### config.mk
export PLATFORM = sky130hd
export DESIGN_NAME = timer_bank
export DESIGN_NICKNAME = d
export VERILOG_FILES = /design/src/rtl/timer_bank_pkg.sv /design/src/rtl/timer_bank_chan.sv /design/src/rtl/timer_bank.sv
export SDC_FILE = /design/constraint.sdc
export NUM_CORES = 1
export LEC_CHECK = 0
export BUFFER_PORTS_ARGS = -buffer_cell sky130_fd_sc_hd__buf_2
export CORE_ASPECT_RATIO = 1.1
export CORE_MARGIN = 4
export CORE_UTILIZATION = 35
export CTS_BUF_LIST = sky130_fd_sc_hd__clkbuf_4 sky130_fd_sc_hd__clkbuf_8
export CTS_CLUSTER_SIZE = 40
export DETAILED_ROUTE_END_ITERATION = 6
export PLACE_DENSITY = 0.48
export RECOVER_POWER = 25
export SLEW_MARGIN = 20
export SYNTH_ARGS = -nofsm -noshare
export SYNTH_HDL_FRONTEND = slang
export SYNTH_SLANG_ARGS = --single-unit
### constraint.sdc
create_clock -name clk -period 9.3 [get_ports clk]
set_clock_uncertainty 0.05 [all_clocks]
set_input_delay 2.325 -clock clk [delete_from_list [all_inputs] [get_ports clk]]
set_output_delay 2.325 -clock clk [all_outputs]
set_load 0.02 [all_outputs]
### src/rtl/timer_bank_pkg.sv
// Shared types and defaults for the timer bank: prescale encodings, channel
// mode and the default interrupt vector layout.
package timer_bank_pkg;

  typedef enum logic [1:0] {
    PRESC_1  = 2'd0,
    PRESC_4  = 2'd1,
    PRESC_16 = 2'd2,
    PRESC_64 = 2'd3
  } presc_e;

  typedef enum logic {
    ONESHOT  = 1'b0,
    PERIODIC = 1'b1
  } mode_e;

  localparam int unsigned   PRESC_W        = 6;
  localparam logic [9:0]    VEC_BASE_DEF   = 10'h384;
  localparam int unsigned   VEC_STRIDE_DEF = 4;

  // Strobe vector indexed by presc_e, derived from the shared prescaler count.
  function automatic logic [3:0] presc_strobes(input logic [PRESC_W-1:0] cnt);
    presc_strobes = {&cnt[5:0], &cnt[3:0], &cnt[1:0], 1'b1};
  endfunction

endpackage

### src/rtl/timer_bank_chan.sv
// One timer channel: holds its configuration and down-counter, and flags an
// expiry on the selected prescale strobe when the count has reached zero.
module timer_chan
  import timer_bank_pkg::*;
#(
  parameter int unsigned CW = 8
) (
  input  logic          clk,
  input  logic          rst_n,
  input  logic [3:0]    strobe,
  input  logic          we,
  input  logic [CW-1:0] cfg_period,
  input  logic [1:0]    cfg_presc,
  input  logic          cfg_periodic,
  input  logic          cfg_en,
  input  logic          cfg_ie,
  output logic          expire,
  output logic          tick,
  output logic          ie
);

  logic [CW-1:0] count;
  logic [CW-1:0] period;
  presc_e        presc;
  mode_e         mode;
  logic          en;
  logic          step;

  // A write in the same cycle suppresses the expiry entirely.
  always_comb begin
    step   = en && strobe[presc];
    expire = step && (count == '0) && !we;
  end

  always_ff @(posedge clk or negedge rst_n) begin
    if (!rst_n) begin
      count  <= '0;
      period <= '0;
      presc  <= PRESC_1;
      mode   <= ONESHOT;
      en     <= 1'b0;
      ie     <= 1'b0;
      tick   <= 1'b0;
    end else begin
      tick <= expire;
      if (we) begin
        count  <= cfg_period;
        period <= cfg_period;
        presc  <= presc_e'(cfg_presc);
        mode   <= cfg_periodic ? PERIODIC : ONESHOT;
        en     <= cfg_en;
        ie     <= cfg_ie;
      end else if (step) begin
        if (count == '0) begin
          if (mode == PERIODIC) count <= period;
          else                  en    <= 1'b0;
        end else begin
          count <= count - CW'(1);
        end
      end
    end
  end

endmodule

### src/rtl/timer_bank.sv
// Bank of NCH programmable timers sharing one prescaler, with a fixed-priority
// interrupt presenter (lowest channel first) and per-channel jump vectors.
module timer_bank
  import timer_bank_pkg::*;
#(
  parameter int unsigned    NCH        = 4,
  parameter int unsigned    CW         = 8,
  parameter int unsigned    VW         = 10,
  parameter logic [VW-1:0]  VEC_BASE   = VW'(VEC_BASE_DEF),
  parameter int unsigned    VEC_STRIDE = VEC_STRIDE_DEF,
  localparam int unsigned   CHW        = $clog2(NCH)
) (
  input  logic           clk,
  input  logic           reset,
  input  logic           cfg_we,
  input  logic [CHW-1:0] cfg_ch,
  input  logic [CW-1:0]  cfg_period,
  input  logic [1:0]     cfg_presc,
  input  logic           cfg_periodic,
  input  logic           cfg_en,
  input  logic           cfg_ie,
  input  logic           irq_ack,
  output logic [NCH-1:0] tick,
  output logic           irq,
  output logic [CHW-1:0] irq_ch,
  output logic [VW-1:0]  irq_vec
);

  logic [1:0]         rst_sync;
  logic               rst_n;
  logic [PRESC_W-1:0] presc_cnt;
  logic [3:0]         strobe;
  logic [NCH-1:0]     ch_we;
  logic [NCH-1:0]     expire;
  logic [NCH-1:0]     ie;
  logic [NCH-1:0]     pending;
  logic [NCH-1:0]     ack_clr;

  // Assert immediately, release two clocks later.
  always_ff @(posedge clk or negedge reset) begin
    if (!reset) rst_sync <= '0;
    else        rst_sync <= {rst_sync[0], 1'b1};
  end
  assign rst_n = rst_sync[1];

  always_ff @(posedge clk or negedge rst_n) begin
    if (!rst_n) presc_cnt <= '0;
    else        presc_cnt <= presc_cnt + PRESC_W'(1);
  end
  assign strobe = presc_strobes(presc_cnt);

  for (genvar g = 0; g < NCH; g++) begin : g_chan
    assign ch_we[g] = cfg_we && (cfg_ch == CHW'(g));

    timer_chan #(
      .CW(CW)
    ) u_chan (
      .clk          (clk),
      .rst_n        (rst_n),
      .strobe       (strobe),
      .we           (ch_we[g]),
      .cfg_period   (cfg_period),
      .cfg_presc    (cfg_presc),
      .cfg_periodic (cfg_periodic),
      .cfg_en       (cfg_en),
      .cfg_ie       (cfg_ie),
      .expire       (expire[g]),
      .tick         (tick[g]),
      .ie           (ie[g])
    );
  end

  always_comb begin
    ack_clr = '0;
    if (irq_ack && irq) ack_clr[irq_ch] = 1'b1;
  end

  // A fresh expiry overrides an acknowledge of the same channel.
  always_ff @(posedge clk or negedge rst_n) begin
    if (!rst_n) pending <= '0;
    else        pending <= (pending & ~(ch_we | ack_clr)) | expire;
  end

  always_comb begin
    logic [NCH-1:0] req;
    logic           found;
    req    = pending & ie;
    irq    = |req;
    irq_ch = '0;
    found  = 1'b0;
    for (int unsigned i = 0; i < NCH; i++) begin
      if (req[i] && !found) begin
        found  = 1'b1;
        irq_ch = CHW'(i);
      end
    end
    irq_vec = VEC_BASE + VW'(VEC_STRIDE * 32'(irq_ch));
  end

endmodule

# Yosys cells after proc, flatten, opt, wreduce, memory -nomap -nowiden
# Index checks and enable logic that the tools add are counted.
[op_classes] magnitude_cmp=6 reduce_logical=53 bitwise_logic=5 n_mux=50 add_sub_neg=6 n_eq_ne=11
[op_table] operator="2-to-1 mux 8 bit" count=16
[op_table] operator="zero test 8 bit" count=4
[op_table] operator="subtractor 8 x 1 -> 8 bit (second input constant)" count=4
[op_table] operator="2-to-1 mux 1 bit" count=26
[op_table] operator="logical AND 1 bit" count=21
[op_table] operator="nonzero test 2 bit" count=8
[op_table] operator="< comparator 2 x 3 -> 1 bit (second input constant)" count=5
[op_table] operator="inequality test 3 x 1 -> 1 bit (second input constant)" count=4
[op_table] operator="AND reduction 3 bit" count=4
[op_table] operator="AND reduction 2 bit" count=5
[op_table] operator="adder 8 x 5 -> 9 bit (first input constant)" count=1
[op_table] operator="bitwise AND 4 bit" count=2
[op_table] operator="binary-select mux 1 bit (select 2 bit)" count=4
[op_table] operator="inequality test 2 x 1 -> 1 bit (second input constant)" count=4
[op_table] operator="bitwise OR 4 bit" count=2
[op_table] operator="zero test 1 bit" count=7
[op_table] operator="adder 6 x 1 -> 6 bit (second input constant)" count=1
[op_table] operator="AND reduction 6 bit" count=1
[op_table] operator="equality test 2 bit (second input constant)" count=2
[op_table] operator="2-to-1 mux 2 bit" count=2
[op_table] operator="2-to-1 mux 4 bit" count=1
[op_table] operator="inverter 4 bit" count=1
[op_table] operator="AND reduction 4 bit" count=1
[op_table] operator="OR reduction 4 bit" count=1
[op_table] operator="4 further kinds" count=4
[totals] inputBits=19 output_inout_bits=17 ff_bits=100 word_cells=162

# Depth between registers and ports, before layout
# Gate-level depths: netlist of run 1.
[depth] depth_word=20 depth_mapped=8 ltp_nobuf=8

# Cells and area by module
# Synthesis of run 1 repeated with hierarchy kept, for this count alone.
[hier_totals] cells_unflattened=576 area_unflattened_um2=5464.0
[by_module_without_submodules] module="timer_chan" area_each_um2=1214.9 instances=4 seq_area_each_um2=550.5 cells_each=129
[by_module_without_submodules] module="timer_bank" area_each_um2=604.3 instances=1 seq_area_each_um2=300.3 cells_each=60

# Worst setup path after synthesis of run 1
# Ideal clock, no wire load.
[synth_timing] path_kind="register -> output" start="reg g_chan[2].u_chan.ie" end="out irq_vec[3]" t_arrival_ns=1.469 stages_incl_launch_ff=6 t_required_ns=6.925 slack_ns=5.456 path_buffers=0 path_cell_list="dfrtp_1 nand2_1 a32oi_1 a21oi_1 ha_1 inv_1"
[synth_between] elab_chain_cells=7 elab_cells_between_ends=8 classes_between="add/sub (1); mux (3); bitwise (1); reduce/logical (3)"
[synth_rtl] item="from (decl)" line="timer_bank_chan.sv:19" rtl="output logic ie"
[synth_rtl] item="from (signal assigned)" line="timer_bank_chan.sv:52" rtl="ie <= cfg_ie;"
[synth_rtl] item="bitwise AND 4 bit *" line="timer_bank.sv:87" rtl="req = pending & ie;"
[synth_rtl] item="logical AND 1 bit *" line="timer_bank.sv:92" rtl="if (req[i] && !found) begin"
[synth_rtl] item="2-to-1 mux 1 bit" line="timer_bank.sv:92"
[synth_rtl] item="zero test 1 bit" line="timer_bank.sv:92"
[synth_rtl] item="logical AND 1 bit" line="timer_bank.sv:92"
[synth_rtl] item="2-to-1 mux 2 bit *" line="timer_bank.sv:92"
[synth_rtl] item="via irq_ch[0]" line="timer_bank.sv:25" rtl="output logic [CHW-1:0] irq_ch,"
[synth_rtl] item="adder 8 x 5 -> 9 bit *" line="timer_bank.sv:97" rtl="irq_vec = VEC_BASE + VW'(VEC_STRIDE * 32'(irq_ch));"
[synth_rtl] item="to (decl)" line="timer_bank.sv:26" rtl="output logic [VW-1:0] irq_vec"
# The timed path passes the listed nets; every way through them passes the cells marked *.

==> impl_metrics.ini, run 1 <==
[outcome]
status = finished, violations left
violations = max-capacitance violations, max-slew violations

[grt]
track_usage_pct = 17.1
grt_pass1_wl_um = 23200
grt_max_degree = 84
grt_remaining_overflow = 0
grt_pass1_vias = 4337
grt_antenna_before_repair = 0

[power_and_ir_drop]
p_int_mw = 0.889
ir_worst_vdd_mv = 0.0784
p_sw_mw = 0.518
switching_share_pct = 36.8
p_leak_nw = 2.74
power_frac_comb_pct = 31.9
powerDensity_mw_per_mm2 = 244
seqPwrFrac_pct = 45.9
power.share.clock_pct = 22.1

[critical_path]
crit_path_max_incr_delay_ns = 3.24
crit_type = reg2async
crit_family = buffers and inverters
cp_slowest_cell = clkbuf_1
path_buf_inv = 1
crit_fanout = 83
cp.required_ns = 8.67
worstPathCellList = clkbuf_1
cp-end-kind = async pin
critPathLaunchType = flip-flop
cp.arrival_ns = 4.44

[clocking]
cts_num_sinks = 100
cts-hold-fix-buffers = 0
cts_tree = done
clk_pin_slew_ns = 0.09
post_cts_buffers = 0
htree_levels = 3
cts_buffers = 9
cts_resized = 0
cts_buffer_depth = 2
clk_latency_ns = 0.38
cts_root_buf = clkbuf_8

[timing]
final_max_slew_viol_count = 84
finalSetupViolCount = 0
min_period_ns = 5.07
tns_ns = 0
rsz0062_at_grt = no
slew-limit-headroom_pct = -204
post-route-period-util_pct = 54.5
finalHoldViolCount = 0
max_freq_ghz = 0.197
tightest_slew_ns = 4.55

[floorplan]
die-width_um = 125
num_io_pins = 36
die_h_um = 137
die_area_mm2 = 0.0171
core.rowCount = 46
core-area_mm2 = 0.0146
start_util_pct = 36.2

[logic_synthesis]
synthesis.area_per_instance_um2 = 8.80
ys_ff_latch = 100
synthCells = 601
synth_ff_type = dfrtp_1
synthArstFlopShare_pct = 100
synth_area_mm2 = 0.00529
synth_cell_types = 66
ys.warnings.count = 0
synth-seq-area-share_pct = 47.3
synth_edf_count = 0

[drt]
firstDrtPassIters = 5
totalWireLength_um = 14100
vias_per_cell = 5.31
vias = 4326
routedWlPerCell_um = 17.3
drc_errors = 0
drtIter0Drc = 316
ant_nets = 0

[cells_and_area]
drive_gt1_share_pct = 9.79
diodes = 0
ff_latch_area_mm2 = 0.00250
fin_nets = 651
multiInputGateArea_mm2 = 0.00257
most-common-layout-cells = 167 x nand2_1, 100 x dfrtp_1, 35 x nor2_1, 28 x buf_2
nFillCells = 1528
syn_to_final_growth_pct = 9.06
instances_no_fill = 815
layout_commonest_cell = nand2_1

[job]
cap_violations = 1

[placed_design]
place_congestion = 0.833
place_hpwl_um = 9640
io_buffer_count = 28
dpl.cell_count = 800

[min_path]
hold_class = reg2async
## path summary, 6_finish.rpt
path              slack (ns)                start                    endpoint  cells after the start
max in group clk        5.22  g_chan[2].u_chan.ie                  irq_vec[3]                      6
min reg2reg             0.23          rst_sync[1]   g_chan[0].u_chan.count[1]                      0
min                     0.23          rst_sync[1]   g_chan[0].u_chan.count[1]                      0
max                     4.23          rst_sync[1]  g_chan[1].u_chan.period[4]                      1
max reg2reg             4.23          rst_sync[1]  g_chan[1].u_chan.period[4]                      1
min in group clk        0.33          rst_sync[0]                 rst_sync[1]                      0
## through the flow
step	utilization [%]	power (mW)	hold WS (ns)	area, µm²	worst slack, ns
floorplan	-	0.977	0.281	5310	5.46
global placement	38.1	1.09	0.137	5560	5.48
detailed placement	38.1	1.10	0.142	5560	5.42
CTS	39.5	1.42	0.146	5780	5.18
global route	39.5	1.52	0.285	5770	3.03
finish	39.5	1.41	0.228	5770	4.23
## cell usage after synthesis, types with 5 or more instances
cell      number  area (µm²)
a21oi_1       24         120
a22oi_1        5        37.5
a31oi_1        8        50.1
buf_4         11        82.6
clkbuf_1      18        67.6
dfrtp_1      100        2500
ha_1          13         163
inv_1         22        82.6
mux2i_1       16         160
nand2_1      167         627
nand2b_1       8        50.1
nand3_1       24         120
nor2_1        35         131
nor3_1        12        60.1
o211ai_1       9        67.6
o21ai_0       24         120
o311ai_0       6        52.6
or4_1          5        37.5
## metal layers
metal,vias to the layer above,routed length [µm],track usage (%)
li1,2120,-,-
met1,2137,6820,22.7
met2,54,6800,29.0
met3,15,247,2.11
met4,0,248,5.96
met5,-,0,0
## logic make-up (layout without fill, tap and decap cells)
group	Yosys count	in the layout	share of synthesized area, %
AOI/OAI and AO/OA	118	118	15.3
other	2	8	0.142
muxes	18	18	3.52
adders and majority gates	13	13	3.07
DFF	100	100	47.3
xor gates and xnor gates	6	6	0.994
and+or+nand+nor	292	292	25.1
buffers and inverters	52	68	4.61
## power by group through the flow
stage	registers, mW	clock network, mW	logic (mW)
floorplan	0.623	0	0.354
global placement	0.651	0	0.442
detailed placement	0.651	0	0.450
CTS	0.645	0.321	0.451
global route	0.664	0.340	0.514
finish	0.646	0.311	0.449
## sequential cells by signal, summed over array words and instances, names as in the netlist, 6 cells and up
| name | flops |
|---|---|
| g_chan.u_chan.count | 32 |
| g_chan.u_chan.period | 32 |
| g_chan.u_chan.presc | 8 |
| presc_cnt | 6 |
## cell type report
cell class	instances	area share (%)
sequential	100	43.4
inverter	22	1.43
tap	192	4.16
clock buffer	13	2.67
timing repair buffer	31	2.75
clock inverter	2	1.04
multi-input combinational	455	44.6
Note: power is estimated with default switching activity, not from simulation.
==> run 2, diff against run 1 <==
--- a/config.mk
+++ b/config.mk
@@ -5,6 +5,7 @@
 export SDC_FILE = /design/constraint.sdc
 export NUM_CORES = 1
 export LEC_CHECK = 0
+export ABC_AREA = 1
 export BUFFER_PORTS_ARGS = -buffer_cell sky130_fd_sc_hd__buf_2
 export CORE_ASPECT_RATIO = 1.1
 export CORE_MARGIN = 4
==> constraint.sdc (replaced) <==
create_clock -name clk -period 4.9 [get_ports clk]
set_clock_uncertainty 0.05 [all_clocks]
set_input_delay 1.225 -clock clk [delete_from_list [all_inputs] [get_ports clk]]
set_output_delay 1.225 -clock clk [all_outputs]
set_load 0.02 [all_outputs]
==> impl_metrics.ini, run 2 <==
[logic_synthesis]
ys.warnings.count = 0
synthesis.area_per_instance_um2 = 7.70
synth_ff_type = dfrtp_1
synth_area_mm2 = 0.00565
synth_cell_types = 34
yosysTopAreaCellShare_pct = 44.3
synthTopCellsByCount = 245 x nand2_1, 100 x dfrtp_1, 90 x inv_1
synth-seq-area-share_pct = 44.3
synthCells = 734
ys_ff_latch = 100
yosys-top-cells-area = dfrtp_1 44%, nand2_1 16%, nand3_1 6.0%
synth_edf_count = 0
synthMostInstantiatedCell = nand2_1
yosys.area.top_type = dfrtp_1
synthArstFlopShare_pct = 100

[floorplan]
core.rowCount = 48
die_area_mm2 = 0.0182
num_io_pins = 36
start_util_pct = 35.8
die_h_um = 141
core-area_mm2 = 0.0158
die-width_um = 129

[clocking]
htree_levels = 3
cts_root_buf = clkbuf_8
cts_tree = done
post_cts_buffers = 0
clk_pin_slew_ns = 0.09
cts_buffer_depth = 2
cts_buffers = 9
cts_resized = 0
cts-hold-fix-buffers = 0
cts_num_sinks = 100
clk_latency_ns = 0.38

[critical_path]
critPathLaunchType = flip-flop
r2r_start = rst_sync[1]
r2r_end = g_chan[2].u_chan.count[5]
cp-end-kind = output port
crit_path_max_incr_delay_ns = 0.39
rr_worst_depth = 1
worstPathCellList = nand2_1 -> nand2_1 -> nor2_1 -> inv_1 -> ha_1 -> inv_1 -> buf_2
crit_type = reg2out
cp.required_ns = 3.62
crit_fanout = 4
cp_slowest_cell = dfrtp_1
reg2reg_setup_slack_ns = 2.46
cp.arrival_ns = 1.85

[drt]
drtIter0Drc = 334
drc_errors = 0
totalWireLength_um = 13400
vias_per_cell = 4.77
vias = 4588
firstDrtPassIters = 7
ant_nets = 0
routedWlPerCell_um = 14.0

[cells_and_area]
nFillCells = 1673
layout_commonest_cell = nand2_1
fin_nets = 788
finalCoreUtilization_pct = 38.7
diodes = 0
multiInputGateArea_mm2 = 0.00263
reg.largest.list = g_chan.u_chan.count: 32 flops, g_chan.u_chan.period: 32 flops, g_chan.u_chan.presc: 8 flops
most-common-layout-cells = 245 x nand2_1, 100 x dfrtp_1, 90 x inv_1, 68 x nand3_1, 41 x nor2_1
ff_latch_area_mm2 = 0.00250
syn_to_final_growth_pct = 8.10
drive_gt1_share_pct = 13.9

[min_path]
hold_class = reg2reg
worstHoldPathCells = 0
min_to = rst_sync[1]
min_from = rst_sync[0]

[grt]
grt_pass1_vias = 4328
grt_antenna_before_repair = 0
grt_pass1_wl_um = 22000
grt_remaining_overflow = 0
track_usage_pct = 15.5
grt_max_degree = 53

[timing]
rsz0062_at_grt = no
max_freq_ghz = 0.320
final_max_slew_viol_count = 48
tns_ns = 0
finalHoldViolCount = 0
min_period_ns = 3.13
slew-limit-headroom_pct = -28.9
tightest_slew_ns = 1.93
finalSetupViolCount = 0
post-route-period-util_pct = 63.9

[power_and_ir_drop]
ir_worst_vdd_mv = 0.150
powerDensity_mw_per_mm2 = 505
p_leak_nw = 3.29

[outcome]
status = finished, violations left
violations = max-capacitance violations, max-slew violations

[placed_design]
io_buffer_count = 28
place_hpwl_um = 9680
place_congestion = 0.787

[job]
cap_violations = 1
==> run 2: changes by cell type after synthesis, moves of 15 or more <==
cell / before / now
mux2i_1: 16 / 0
nand2_1: 167 / 245
inv_1: 22 / 90
clkbuf_1: 18 / 2
nand2_2: 1 / 16
nand3_1: 24 / 68
==> run 2: worst max path at each step <==
| stage | from | endpoint | slack (ns) | cells past startpoint |
|---|---|---|---|---|
| 6_report | pending[0] | irq_vec[3] | 1.77 | 7 |
| 5_1_grt | pending[0] | irq_vec[3] | 1.61 | 7 |
| 4_1_cts | pending[0] | irq_vec[3] | 1.73 | 7 |
| 3_5_place_dp | cfg_ch[0] | g_chan[2].u_chan.count[3] | 2.01 | 9 |
| 3_3_place_gp | cfg_ch[0] | g_chan[2].u_chan.count[3] | 2.01 | 9 |
| 2_1_floorplan | rst_sync[1] | g_chan[0].u_chan.count[0] | 1.86 | 0 |
==> run 2: cell families (layout without fill, tap and decap cells) <==
family / after synthesis / in the layout / synth area share, %
AOI/OAI and AO/OA: 80 / 80 / 8.08
xor gates and xnor gates: 10 / 10 / 1.55
adders and majority gates: 13 / 13 / 2.88
buffers and inverters: 120 / 141 / 9.59
DFF: 100 / 100 / 44.3
other: 2 / 8 / 0.133
and+or+nand+nor: 409 / 409 / 33.5
==> run 2: per-layer routing <==
metal | routed length (µm) | GRT usage, % | up-vias
met3 | 359 | 2.79 | 16
met1 | 6280 | 20.5 | 2176
met5 | 0 | 0 | -
met2 | 6550 | 25.5 | 63
li1 | - | - | 2333
met4 | 226 | 5.53 | 0
==> run 2: where the power goes <==
part           internal (mW)  switching (mW)  leakage (nW)
Sequential              1.03           0.174          1.25
Combinational          0.470           0.815          1.93
Clock                  0.296           0.293         0.114
==> run 2: per-stage QoR <==
stage	power, mW	instance area, µm²	hold WS (ns)	setup WS [ns]	instances
2_1_floorplan	2.24	5670	0.281	1.86	740
3_3_place_gp	2.51	5900	0.285	2.01	945
6_report	3.08	6110	0.307	1.77	961
4_1_cts	3.12	6110	0.312	1.73	961
5_1_grt	3.38	6110	0.331	1.61	961
3_5_place_dp	2.52	5900	0.289	2.01	945
==> run 2: area by class of cell <==
class                      instances  area share [%]
clock buffer                      15            3.07
clock inverter                     1           0.492
inverter                          96            5.94
multi-input combinational        520            43.0
sequential                       100            41.0
tap                              200            4.10
timing repair buffer              29            2.40
==> run 2: worst max-delay path: cells and delay by family (launching register included) <==
family,cells,cell delay [ns]
buf+inv,3,0.30
fa+ha+maj,1,0.29
flops,1,0.39
simple gates,3,0.49
